--- src/rtl/lu_pkg.sv ---
// Shared definitions for the 24-bit logic unit: word width, opcodes and the evaluation function.
// Ports carry words with bit 0 as the MSB; word_rev converts between port order and value order.
package lu_pkg;

    localparam int WORD_W = 24;

    typedef enum logic [1:0] {
        LU_AND  = 2'b00,
        LU_OR   = 2'b01,
        LU_XOR  = 2'b10,
        LU_ANDC = 2'b11
    } lu_op_e;

    function automatic logic [WORD_W-1:0] lu_eval(input logic [1:0] op,
                                                   input logic [WORD_W-1:0] a,
                                                   input logic [WORD_W-1:0] b);
        logic [WORD_W-1:0] y;
        case (lu_op_e'(op))
            LU_AND:  y = a & b;
            LU_OR:   y = a | b;
            LU_XOR:  y = a ^ b;
            default: y = a & ~b;
        endcase
        return y;
    endfunction

    function automatic logic [WORD_W-1:0] word_rev(input logic [WORD_W-1:0] w);
        logic [WORD_W-1:0] r;
        for (int k = 0; k < WORD_W; k++) begin
            r[k] = w[WORD_W-1-k];
        end
        return r;
    endfunction

endpackage

--- src/rtl/rr_arbiter.sv ---
// Combinational round-robin picker: grants the first request after `pointer`, wrapping at N-1.
// The pointer register lives in the parent; `enable` low forces an all-zero grant.
module rr_arbiter #(
    parameter int N   = 4,
    parameter int IDW = 3
) (
    input  logic [N-1:0]   req,
    input  logic [IDW-1:0] pointer,
    input  logic           enable,
    output logic [N-1:0]   grant,
    output logic [IDW-1:0] index
);

    always_comb begin
        grant = '0;
        index = '0;
        if (enable) begin
            // Walk offsets from farthest to nearest so the nearest valid requester wins.
            for (int off = N; off >= 1; off--) begin
                for (int i = 0; i < N; i++) begin
                    if (req[i] && (i == ((int'(pointer) + off) % N))) begin
                        grant = N'(1) << i;
                        index = IDW'(i);
                    end
                end
            end
        end
    end

endmodule

--- src/rtl/logic_unit_arbiter.sv ---
// Round-robin shared 24-bit logic unit with a single registered valid/ready output stage.
// Define LU_ZERO_FLAG_EN to add the registered rsp_zero output.
module logic_unit_arbiter
    import lu_pkg::*;
#(
    parameter int NUM_REQ = 4,
    parameter int ID_W    = 3
) (
    input  logic                        clk,
    input  logic                        rst_n,
    input  logic [NUM_REQ-1:0]          req_valid,
    output logic [NUM_REQ-1:0]          req_ready,
    input  logic [2*NUM_REQ-1:0]        req_op,
    input  logic [WORD_W*NUM_REQ-1:0]   req_a,
    input  logic [WORD_W*NUM_REQ-1:0]   req_b,
    output logic                        rsp_valid,
    input  logic                        rsp_ready,
    output logic [ID_W-1:0]             rsp_id,
    output logic [WORD_W-1:0]           rsp_y
`ifdef LU_ZERO_FLAG_EN
    ,
    output logic                        rsp_zero
`endif
);

    logic                 stage_free;
    logic                 arb_en;
    logic [NUM_REQ-1:0]   grant;
    logic [ID_W-1:0]      grant_idx;
    logic [ID_W-1:0]      rr_ptr;
    logic [1:0]           sel_op;
    logic [WORD_W-1:0]    sel_a;
    logic [WORD_W-1:0]    sel_b;
    logic [WORD_W-1:0]    y_next;

    // The stage can take a new result when empty or when its current result leaves this cycle.
    assign stage_free = !rsp_valid || rsp_ready;
    // Holding grants low while reset is asserted keeps req_ready at zero during reset.
    assign arb_en     = stage_free && rst_n;

    rr_arbiter #(
        .N   (NUM_REQ),
        .IDW (ID_W)
    ) u_rr (
        .req     (req_valid),
        .pointer (rr_ptr),
        .enable  (arb_en),
        .grant   (grant),
        .index   (grant_idx)
    );

    assign req_ready = grant;

    always_comb begin
        sel_op = '0;
        sel_a  = '0;
        sel_b  = '0;
        for (int i = 0; i < NUM_REQ; i++) begin
            if (grant[i]) begin
                sel_op = {req_op[2*i], req_op[2*i+1]};
                sel_a  = word_rev(req_a[WORD_W*i +: WORD_W]);
                sel_b  = word_rev(req_b[WORD_W*i +: WORD_W]);
            end
        end
    end

    assign y_next = lu_eval(sel_op, sel_a, sel_b);

    always_ff @(posedge clk or negedge rst_n) begin
        if (!rst_n) begin
            rsp_valid <= 1'b0;
            rsp_y     <= '0;
            rsp_id    <= '0;
            rr_ptr    <= ID_W'(NUM_REQ - 1);
        end else if (|grant) begin
            rsp_valid <= 1'b1;
            rsp_y     <= word_rev(y_next);
            rsp_id    <= grant_idx;
            rr_ptr    <= grant_idx;
        end else if (rsp_ready) begin
            rsp_valid <= 1'b0;
        end
    end

`ifdef LU_ZERO_FLAG_EN
    always_ff @(posedge clk or negedge rst_n) begin
        if (!rst_n) begin
            rsp_zero <= 1'b0;
        end else if (|grant) begin
            rsp_zero <= (y_next == '0);
        end
    end
`endif

endmodule

--- config.mk ---
export PLATFORM = sky130hd
export DESIGN_NAME = logic_unit_arbiter
export DESIGN_NICKNAME = d
export VERILOG_FILES = /design/src/rtl/lu_pkg.sv /design/src/rtl/rr_arbiter.sv /design/src/rtl/logic_unit_arbiter.sv
export SDC_FILE = /design/constraint.sdc
export NUM_CORES = 1
export LEC_CHECK = 0
export BUFFER_PORTS_ARGS = -buffer_cell sky130_fd_sc_hd__buf_4
export CAP_MARGIN = 30
export CELL_PAD_IN_SITES_DETAIL_PLACEMENT = 2
export CELL_PAD_IN_SITES_GLOBAL_PLACEMENT = 2
export CORE_ASPECT_RATIO = 1.25
export CORE_MARGIN = 1.5
export CORE_UTILIZATION = 24
export DETAILED_ROUTE_END_ITERATION = 10
export PLACE_DENSITY = 0.83
export SLEW_MARGIN = 20
export SYNTH_ARGS = -nofsm -noshare
export SYNTH_HDL_FRONTEND = slang
export SYNTH_SLANG_ARGS = --single-unit
--- constraint.sdc ---
create_clock -name clk -period 10.8 [get_ports clk]
set_input_delay 2.16 -clock clk [delete_from_list [all_inputs] [get_ports clk]]
set_output_delay 2.16 -clock clk [all_outputs]
set_load 0.05 [all_outputs]
==> results of run 1 <==
==> worst max-delay path: cells and delay by family <==
family | cells | cell delay (ns)
buffers and inverters | 3 | 0.77
AND/OR/NAND/NOR | 1 | 0.16
AO/OA/AOI/OAI | 2 | 0.80
==> power by group <==
group | total, uW | internal (uW) | switching, uW
Clock | 167 | 115 | 51.7
Sequential | 226 | 169 | 56.7
Combinational | 1100 | 391 | 704
==> flip-flops by register name, indices dropped and copies added, names as in the netlist <==
register   cells
rsp_y         24
rsp_id         2
rsp_valid      1
rr_ptr         2
==> metrics by stage <==
| step | instance area [um^2] | std cells | setup slack (ns) | power [uW] |
|---|---|---|---|---|
| after floorplan | 3845 | 491 | 5.090 | 912.5 |
| after global placement | 5728 | 899 | 4.340 | 1228 |
| after detailed placement | 5853 | 907 | 4.466 | 1313 |
| after CTS | 6026 | 915 | 4.706 | 1487 |
| after global routing | 6037 | 916 | 4.554 | 1585 |
| final | 6037 | 916 | 4.725 | 1488 |
==> worst max-delay path by stage <==
stage,cells past startpoint,startpoint,end
global route,15,req_valid[3],rsp_y[23]$_DFFE_PN0P_
CTS,6,req_valid[1],req_ready[3]
global placement,11,rst_n,rsp_y[20]$_DFFE_PN0P_
finish,6,req_valid[1],req_ready[3]
detailed placement,13,rst_n,rsp_y[17]$_DFFE_PN0P_
floorplan,6,req_valid[1],req_ready[3]
==> area by class of cell <==
cell class / count / area (um^2) / share of cell area
Clock inverter: 1 / 30.03 / 0.004974
Multi-Input combinational cell: 400 / 2854 / 0.4727
Clock buffer: 7 / 142.6 / 0.02363
Tap cell: 212 / 265.3 / 0.04394
Sequential cell: 29 / 728.2 / 0.1206
Timing Repair Buffer: 252 / 1961 / 0.3248
Inverter: 15 / 56.30 / 0.009326
==> metal layers <==
layer / vias to the layer above / global-route usage
met2: 217 / 0.4523
li1: 2357 / -
met5: - / 0
met4: 0 / 0.08408
met1: 2543 / 0.2943
met3: 37 / 0.04359
==> placed cells by master (no fill, tap or decap), drive strengths merged, types with 2 or more instances in the layout <==
cell type | Yosys | routed
a222oi | 23 | 23
a21o | 2 | 2
a311o | 23 | 23
mux2i | 17 | 17
o2bb2ai | 7 | 7
o21a | 3 | 3
nand2b | 2 | 2
a211o | 2 | 2
dfrtp | 27 | 27
ha | 27 | 27
o32ai | 25 | 25
dfstp | 2 | 2
a221o | 4 | 4
a21oi | 38 | 38
clkbuf | 25 | 7
a211oi | 3 | 3
nor2 | 27 | 27
nand2 | 65 | 65
mux2 | 7 | 7
nor2b | 3 | 3
buf | 22 | 252
o22ai | 16 | 16
a21boi | 16 | 16
o31ai | 2 | 2
nor3 | 4 | 4
and2 | 3 | 3
o21ai | 30 | 30
o221a | 2 | 2
nor3b | 4 | 4
inv | 15 | 15
nand3 | 26 | 26
nand3b | 2 | 2
o221ai | 3 | 3
==> kinds of logic after synthesis <==
group | Yosys count | synth area share
AOI/OAI and AO/OA | 208 | 0.4136
DFF | 29 | 0.1894
and+or+nand+nor | 139 | 0.1660
xor gates and xnor gates | 1 | 0.002278
muxes | 24 | 0.06671
buffers and inverters | 62 | 0.07322
adders and majority gates | 27 | 0.08786
other | 1 | 0.0009753
==> reports/metrics.yaml, run 1 <==
min_path:
  holdPathEnd: "rsp_id[0]$_DFFE_PN0P_"
  hp-class: "reg2reg"
  hp-start: "rsp_id[0]$_DFFE_PN0P_"
  whs_path_depth: 1
clock_network:
  ctsHoldBuffers: 0
  post_cts_buffers: 0
  path_clk_slew_ns: 0.05
  cts-root-buf: "clkbuf_16"
  clockBufferDepth: 2
  cts_tree: "done"
  cts-buffers-inserted: 5
  clkLatencyLatePin_ns: 0.28
  cts_sinks: 29
  cts_resized: 0
  h-tree-depth: 2
route:
  drt-met1-wl_um: 8450
  routed_via_density: 5.627
  wl_per_cell_um: 23.04
  dr.pass1.iters: 5
  drc: 0
  vias: 5154
  ant_nets: 0
  wl_met2_um: 10800
  drt_iter0_markers: 277
  route.met3.wl_um: 1297
  routed.top_layer: "met4"
  drt-total-wl_um: 21110
global_route:
  grt_pass1_vias: 5859
  overflow: 0
  grt_max_degree: 35
  grt_antenna_before_repair: 0
  track_usage: 0.2497
  grt_pass1_wl_um: 32130
logic_synthesis:
  yosys_register_bits: 29
  async_flop_share: 1.000
  synth_top_area_frac: 0.1757
  synth_common_cells: "nand2_1 (65), a21oi_1 (37), dfrtp_1 (27), ha_1 (27), nor2_1 (27)"
  synth_nets: 725
  synthMostInstantiatedCell: "nand2_1"
  synth-main-ff-cell: "dfrtp_1"
  synthCells: 491
  synth_edf_count: 0
  yosys-top-cells-area: "dfrtp_1 (18%), ha_1 (8.8%), nand2_1 (6.3%), a222oi_1 (6.0%), a311o_1 (6.0%)"
  ys_warn_count: 0
  yosysSeqAreaShare: 0.1894
  synth_largest_area_cell: "dfrtp_1"
  syn-cell-area_um2: 3845
  ys_types: 61
  avgSynthCellArea_um2: 7.831
final_layout:
  layout.nets: 937
  nFillCells: 1816
  antennaDiodeCount: 0
  utilization: 0.3862
  drive_gt1_frac: 0.4006
  area_delta_synth_final_pct: 57.01
timing:
  report.final.slew_viol_count: 0
  min_period_ns: 6.075
  clock.fmax_ghz: 0.1646
  hold_viol: 0
  slew_headroom: 0.4184
  rsz0062_at_grt: "no"
  tns_ns: 0
  fin_crit_sh: 0.5625
  timing.hold.ws_ns: 0.4943
  worstMarginPinSlew_ns: 0.8724
  setup_viol: 0
  finClkSkew_ns: 0.007504
setup_path:
  critical_path_class: "in2out"
  crit_path_start_kind: "primary input"
  crit_path_max_incr_delay_ns: 0.44
  regToRegSetupSlack_ns: 6.11
  crit_path_end_kind: "output pin"
  timing.rr.start: "rr_ptr[0]$_DFFE_PN1P_"
  crit_chain: "buf_4 > a211oi_1 > o31a_2 > nand3_2 > inv_2 > buf_4"
  cp.arrival_ns: 3.91
  crit_path_frequent_cell: "buf_4"
  regToRegEndpoint: "rsp_y[2]$_DFFE_PN0P_"
  path_max_fanout: 18
  required_ns: 8.64
  slowest_stage: "a211oi_1"
  r2r.worst_path.cells: 14
placed_design:
  port_buffers: 237
  dp_hpwl_um: 16790
  gp_congestion: 0.8190
die:
  core.rowCount: 51
  io_pins: 239
  dieArea_um2: 16790
  die_w_um: 116.2
  core_um2: 15630
  initial_core_util: 0.2459
  die_y_um: 144.5
power_and_ir_drop:
  powerDensity_nw_per_um2: 246.5
  ir_worst_vdd_v: 0.00009930
  cellLeakagePower_uw: 0.002691
run:
  maxCapViolCount: 0
run_status:
  outcome: "completed"
Note: power is estimated with default switching activity, not from simulation.
==> run 2: changes to the inputs <==
- CORE_UTILIZATION: 24 -> 20
- PLACE_DENSITY: 0.83 -> 0.74
- clock period: 10.8 -> 5.35 ns (I/O delays scaled with it)
==> run 2 against run 1 <==
Compared with the run above:
- final cell count grew 2.2%
- register-to-register slack lost 4.9 ns
- sequential share of layout area is essentially flat
==> reports/metrics.yaml, run 2 (synthesized netlist as in run 1, its figures left out) <==
power_and_ir_drop:
  ir_worst_vdd_v: 0.0001553  # +56%
  internal-power_uw: 1298  # +92%
  cellLeakagePower_uw: 0.002672  # -0.70%
  seqPwrFrac: 0.154  # +0.002
  p_sw_frac: 0.5576  # +0.01135
  p_comb_frac: 0.748  # +0.012
  powerDensity_nw_per_um2: 488.1  # +98%
  netSwitchingPower_uw: 1637  # +100%
  clkPwrFrac: 0.098  # -0.014
placed_design:
  gp_congestion: 0.8560  # +4.5%
  dp_hpwl_um: 17680  # +5.3%
  port_buffers: 237  # unchanged
final_layout:
  largest_reg_flops: 24  # unchanged
  layout.nets: 938  # +0.11%
  drive_gt1_frac: 0.4006  # unchanged
  utilization: 0.3202  # -0.06593
  multi_input_area_um2: 2854  # unchanged
  area_delta_synth_final_pct: 56.39
  layout_commonest_cell: "buf_4"
  top_regs: "rsp_y (24), rr_ptr (2), rsp_id (2)"
  final_cell_mix: "buf_4 (249), nand2_1 (65), a21oi_1 (35)"
  nFillCells: 2142  # +18%
  antennaDiodeCount: 0  # unchanged
  regArea_um2: 728.2  # unchanged
  regMostFlops: "rsp_y"
die:
  io_pins: 239  # unchanged
  core_um2: 18780  # +20%
  core.rowCount: 56  # +9.8%
  die_y_um: 158.0  # +9.3%
  die_w_um: 127.0  # +9.3%
  initial_core_util: 0.2048  # -0.04118
  dieArea_um2: 20070  # +20%
timing:
  slew_headroom: 0.3707  # -0.04772
  report.final.slew_viol_count: 0  # unchanged
  tns_ns: 0  # unchanged
  rsz0062_at_grt: "no"
  setup_viol: 0  # unchanged
  worstMarginPinSlew_ns: 0.9440  # +0.07158 ns
  finClkSkew_ns: 0.004398  # -0.003107 ns
  min_period_ns: 4.319
  clock.fmax_ghz: 0.2315
  fin_crit_sh: 0.8073
  hold_viol: 0  # unchanged
run_status:
  outcome: "completed"
global_route:
  track_usage: 0.2151  # -0.03462
  grt_pass1_wl_um: 33060  # +2.9%
  overflow: 0  # unchanged
  grt_pass1_vias: 5804  # -0.94%
  grt_antenna_before_repair: 0  # unchanged
  grt_max_degree: 34  # -2.9%
clock_network:
  cts_sinks: 29  # unchanged
  cts_tree: "done"
  h-tree-depth: 2  # unchanged
  post_cts_buffers: 0  # unchanged
  cts-root-buf: "clkbuf_16"
  path_clk_slew_ns: 0.05  # about the same
  clkLatencyLatePin_ns: 0.28  # about the same
  cts-buffers-inserted: 5  # unchanged
  ctsHoldBuffers: 0  # unchanged
  cts_resized: 0  # unchanged
  clockBufferDepth: 2  # unchanged
setup_path:
  timing.rr.start: "rr_ptr[1]$_DFFE_PN1P_"
  crit_chain: "buf_4 > and2b_1 > o21ai_1 > a211o_1 > nor2_1 > a221o_1 > o221ai_1 > ha_1 > inv_1 > nand2_1 > a21oi_2 > buf_4 > mux2_1 > o2bb2ai_1"
  startpoint: "req_valid[3]"
  crit_path_frequent_cell: "buf_4"
  slowest_stage: "ha_1"
  cp.arrival_ns: 4.48  # +0.57 ns
  required_ns: 5.51  # -3.13 ns
  path_max_fanout: 25  # +7
  crit_path_end_kind: "register"
  crit_path_max_incr_delay_ns: 0.96  # +0.52 ns
  critical_path_class: "in2reg"
  crit_path_start_kind: "primary input"
run:
  maxCapViolCount: 0  # unchanged
route:
  dr.pass1.iters: 8  # +3
  drc: 0  # unchanged
  drt_iter0_markers: 282  # +1.8%
  wl_per_cell_um: 23.59  # +2.4%
  vias: 5209  # +1.1%
  drt-total-wl_um: 22080  # +4.6%
  routed_via_density: 5.565  # -1.1%
  ant_nets: 0  # unchanged
min_path:
  hp-start: "rsp_id[1]$_DFFE_PN0P_"
  hp-class: "reg2reg"
run 2: cell count changes in the layout (fill, tap and decap cells not counted):
cell / previous run / this run
buf_4: 243 / 249
buf_6: 3 / 0
buf_8: 5 / 3
bufinv_16: 1 / 0
run 2: worst max-delay path, delay by kind of cell:
kind	cells	cell delay (ns)
buffers and inverters	3	0.61
adders and majority gates	1	0.96
and+or+nand+nor	3	0.55
AOI/OAI and AO/OA	6	0.98
muxes	1	0.32
run 2: stage by stage:
stage          cell area, um^2  hold slack (ns)  cells  power (uW)  setup slack (ns)
5_1_grt                   6013           0.5314    936        3139            0.8122
3_5_place_dp              5871           0.4822    929        2663            0.7180
4_1_cts                   6013           0.4954    936        2963             1.002
3_3_place_gp              5798           0.4728    925        2522            0.7837
2_1_floorplan             3845           0.6865    491        1842             1.119
6_report                  6013           0.4929    936        2935             1.031
run 2: per-layer routing:
metal,wire (um),part of all wire,track usage,vias up
li1,-,-,-,2366
met1,8575,0.39,0.2493,2615
met2,11760,0.53,0.4042,197
met3,1236,0.056,0.03278,31
met4,509,0.023,0.06710,0
met5,0,0,0,-
run 2: worst paths after layout:
path / endpoint / slack [ns] / depth (start not counted)
worst min-delay path: rsp_id[1]$_DFFE_PN0P_ / 0.49 / 2
worst max-delay path: rsp_y[17]$_DFFE_PN0P_ / 1.03 / 14
min in group asynchronous: rsp_y[14]$_DFFE_PN0P_ / 0.64 / 1
worst min register to register: rsp_id[1]$_DFFE_PN0P_ / 0.49 / 2
worst max register to register: rsp_y[17]$_DFFE_PN0P_ / 1.26 / 12
max in group asynchronous: rsp_y[4]$_DFFE_PN0P_ / 4.09 / 2
run 2: cell type report:
class / count / area share
Multi-Input combinational cell: 400 / 0.4746
Timing Repair Buffer: 253 / 0.3229
Sequential cell: 29 / 0.1211
Tap cell: 232 / 0.04827
Clock buffer: 7 / 0.02372
Inverter: 15 / 0.009363
run 2: power groups by stage:
stage	Combinational, uW	Sequential (uW)	Clock [uW]
finish	2200	452	287
global route	2370	468	302
CTS	2220	451	295
detailed placement	2210	450	0
global placement	2070	448	0
floorplan	1080	762	0
==> run 3: changes to the inputs <==
- ABC_AREA: default -> 1
- CORE_UTILIZATION: 20 -> 21
- clock period: 5.35 -> 3.7 ns (I/O delays scaled with it)
==> run 3 against run 2 <==
Compared with the run above:
- routed wire length grew 15%
- final cell count grew 50%
- synthesized area up 36%
- clock skew about the same
- synthesized cell count rose by 75%
- critical path type is now reg2reg
- highest routed layer unchanged
==> reports/metrics.yaml, run 3 <==
die:
  core.rowCount: 64  # +14%
  die_w_um: 144.2  # +14%
  die_y_um: 179.5  # +14%
  core_um2: 24500  # +30%
  dieArea_um2: 25890  # +29%
  io_pins: 239  # unchanged
  initial_core_util: 0.2136  # +0.008886
power_and_ir_drop:
  powerDensity_nw_per_um2: 793.7  # +63%
  p_comb_frac: 0.820  # +0.072
  seqPwrFrac: 0.109  # -0.045
  cellLeakagePower_uw: 0.003951  # +48%
  clkPwrFrac: 0.071  # -0.027
  ir_worst_vdd_v: 0.0003032  # +95%
  p_sw_frac: 0.6054  # +0.04779
  netSwitchingPower_uw: 3574  # +120%
  internal-power_uw: 2330  # +79%
logic_synthesis:
  ys_types: 36  # -41%
  synth_edf_count: 0  # unchanged
  yosys-top-cells-area: "nand2_1 (15%), dfrtp_1 (13%), nand3_2 (8.6%), nand3b_1 (8.6%), nand3_1 (8.2%)"
  syn-cell-area_um2: 5235  # +36%
  synth_largest_area_cell: "nand2_1"
  synth-main-ff-cell: "dfrtp_1"
  ys_warn_count: 0  # unchanged
  yosys_register_bits: 29  # unchanged
  synth_common_cells: "nand2_1 (214), inv_1 (108), nor2_1 (98), nand3_1 (86), nand3b_1 (60)"
  avgSynthCellArea_um2: 6.109  # -22%
  synth_nets: 1091  # +50%
  async_flop_share: 1.000  # unchanged
  synthCells: 857  # +75%
  yosysSeqAreaShare: 0.1391  # -0.05029
  synth_top_area_frac: 0.1534  # -0.02228
  synthMostInstantiatedCell: "nand2_1"
clock_network:
  post_cts_buffers: 0  # unchanged
  cts-buffers-inserted: 5  # unchanged
  cts-root-buf: "clkbuf_16"
  cts_tree: "done"
  cts_sinks: 29  # unchanged
  cts_resized: 0  # unchanged
  path_clk_slew_ns: 0.05  # about the same
  clockBufferDepth: 2  # unchanged
  ctsHoldBuffers: 0  # unchanged
  clkLatencyLatePin_ns: 0.28  # about the same
  h-tree-depth: 2  # unchanged
timing:
  fin_crit_sh: 0.8532
  setup_viol: 0  # unchanged
  finClkSkew_ns: 0.004705  # +0.0003071 ns
  clock.fmax_ghz: 0.3168
  hold_viol: 0  # unchanged
  rsz0062_at_grt: "no"
  worstMarginPinSlew_ns: 0.6224  # -0.3216 ns
  report.final.slew_viol_count: 0  # unchanged
  tns_ns: 0  # unchanged
  slew_headroom: 0.5845  # +0.2138
  min_period_ns: 3.157
route:
  drt-total-wl_um: 25330  # +15%
  ant_nets: 0  # unchanged
  vias: 6458  # +24%
  drt_iter0_markers: 155  # -45%
  dr.pass1.iters: 4  # -4
  wl_per_cell_um: 18.08  # -23%
  drc: 0  # unchanged
  routed_via_density: 4.610  # -17%
run:
  maxCapViolCount: 0  # unchanged
placed_design:
  port_buffers: 237  # unchanged
  dp_hpwl_um: 20130  # +14%
  postPlaceCellArea_um2: 7292  # +24%
  gp_congestion: 0.8159  # -4.7%
global_route:
  overflow: 0  # unchanged
  grt_max_degree: 30  # -12%
  grt_pass1_vias: 6915  # +19%
  track_usage: 0.1957  # -0.01945
  grt_antenna_before_repair: 0  # unchanged
  grt_pass1_wl_um: 38700  # +17%
final_layout:
  largest_reg_flops: 24  # unchanged
  layout.nets: 1304  # +39%
  regMostFlops: "rsp_y"
  top_regs: "rsp_y (24), rr_ptr (2), rsp_id (2)"
  final_cell_mix: "buf_4 (253), nand2_1 (214), inv_1 (107), nor2_1 (98), nand3_1 (86)"
  layout_commonest_cell: "buf_4"
  drive_gt1_frac: 0.3473  # -0.05323
  antennaDiodeCount: 0  # unchanged
  fin_area_um2: 7438  # +24%
  area_delta_synth_final_pct: 42.09
setup_path:
  required_ns: 3.86  # -1.65 ns
  crit_path_end_kind: "register"
  path_max_fanout: 24  # -4.0%
  crit_path_start_kind: "register"
  cp.arrival_ns: 3.32  # -1.16 ns
  critical_path_class: "reg2reg"
min_path:
  hp-class: "reg2reg"
run_status:
  outcome: "completed"
## run 3: cell types whose count changed after synthesis, moves of 25 or more
cell	previous run	this run
nand2_1	65	214
inv_1	11	108
nor2_1	27	98
nand3_1	25	86
nand3b_1	2	60
nand3_2	1	45
o32ai_1	25	0
## run 3: final timing paths
kind / start / end / slack [ns] / cells after the start
max: rr_ptr[0]$_DFFE_PN1P_ / rsp_y[14]$_DFFE_PN0P_ / 0.54 / 18
max in group asynchronous: rst_n / rr_ptr[1]$_DFFE_PN1P_ / 2.81 / 2
min: rsp_id[1]$_DFFE_PN0P_ / rsp_id[1]$_DFFE_PN0P_ / 0.47 / 2
min in group asynchronous: rst_n / rsp_y[20]$_DFFE_PN0P_ / 0.54 / 2
max reg2reg: rr_ptr[0]$_DFFE_PN1P_ / rsp_y[14]$_DFFE_PN0P_ / 0.54 / 18
min reg2reg: rsp_id[1]$_DFFE_PN0P_ / rsp_id[1]$_DFFE_PN0P_ / 0.47 / 2
## run 3: cells by family after synthesis
family	after synthesis	synth area share
adders and majority gates	27	0.06453
DFF	29	0.1391
buffers and inverters	178	0.1611
AOI/OAI and AO/OA	82	0.08843
other	1	0.0007163
and+or+nand+nor	540	0.5461
## run 3: metrics by stage
step	power [uW]	util	std cells	hold WS [ns]	setup slack [ns]
after floorplan	4031	-	857	0.4444	0.2183
after global placement	5408	0.2965	1392	0.4586	0.2685
after detailed placement	5583	0.2976	1393	0.4716	0.4810
after CTS	6028	0.3036	1401	0.4846	0.5013
after global routing	6491	0.3036	1401	0.5102	0.1420
final	5904	0.3036	1401	0.4734	0.5431
## run 3: final cells by class
| type | instances | area [um^2] |
|---|---|---|
| tap | 330 | 412.9 |
| inverter | 126 | 480.5 |
| timing repair buffer | 258 | 2007 |
| fill | 3091 | 17070 |
| clock buffer | 8 | 146.4 |
| sequential | 29 | 728.2 |
| multi-input combinational | 650 | 3664 |
## run 3: routing by layer
metal | vias up | share of wire | wire [um] | track usage
met1 | 3144 | 0.39 | 9807 | 0.2174
met5 | - | 0 | 0 | 0
li1 | 3138 | - | - | -
met3 | 28 | 0.044 | 1126 | 0.03197
met2 | 148 | 0.54 | 13750 | 0.3730
met4 | 0 | 0.026 | 646 | 0.05616
## run 3: worst max-delay path: stages, from the launching register on
cell	delay (ns)
dfstp_2	0.71
inv_1	0.14
nand3_1	0.14
nand2_1	0.09
nor2_1	0.09
nand2_1	0.06
nand2_1	0.07
nand2_2	0.06
a21oi_1	0.26
nand2_1	0.09
nand3_1	0.13
inv_1	0.07
ha_1	0.30
buf_4	0.33
o21ai_0	0.15
a21oi_1	0.13
nor2_1	0.06
nand2_1	0.09
nand2_1	0.05
## run 3: power groups by stage
| stage | combinational, uW | clock (uW) | sequential, uW |
|---|---|---|---|
| 6_report | 4840 | 416 | 644 |
| 5_1_grt | 5380 | 440 | 672 |
| 4_1_cts | 4950 | 429 | 648 |
| 3_5_place_dp | 4930 | 0 | 650 |
| 3_3_place_gp | 4770 | 0 | 643 |
| 2_1_floorplan | 2930 | 0 | 1100 |
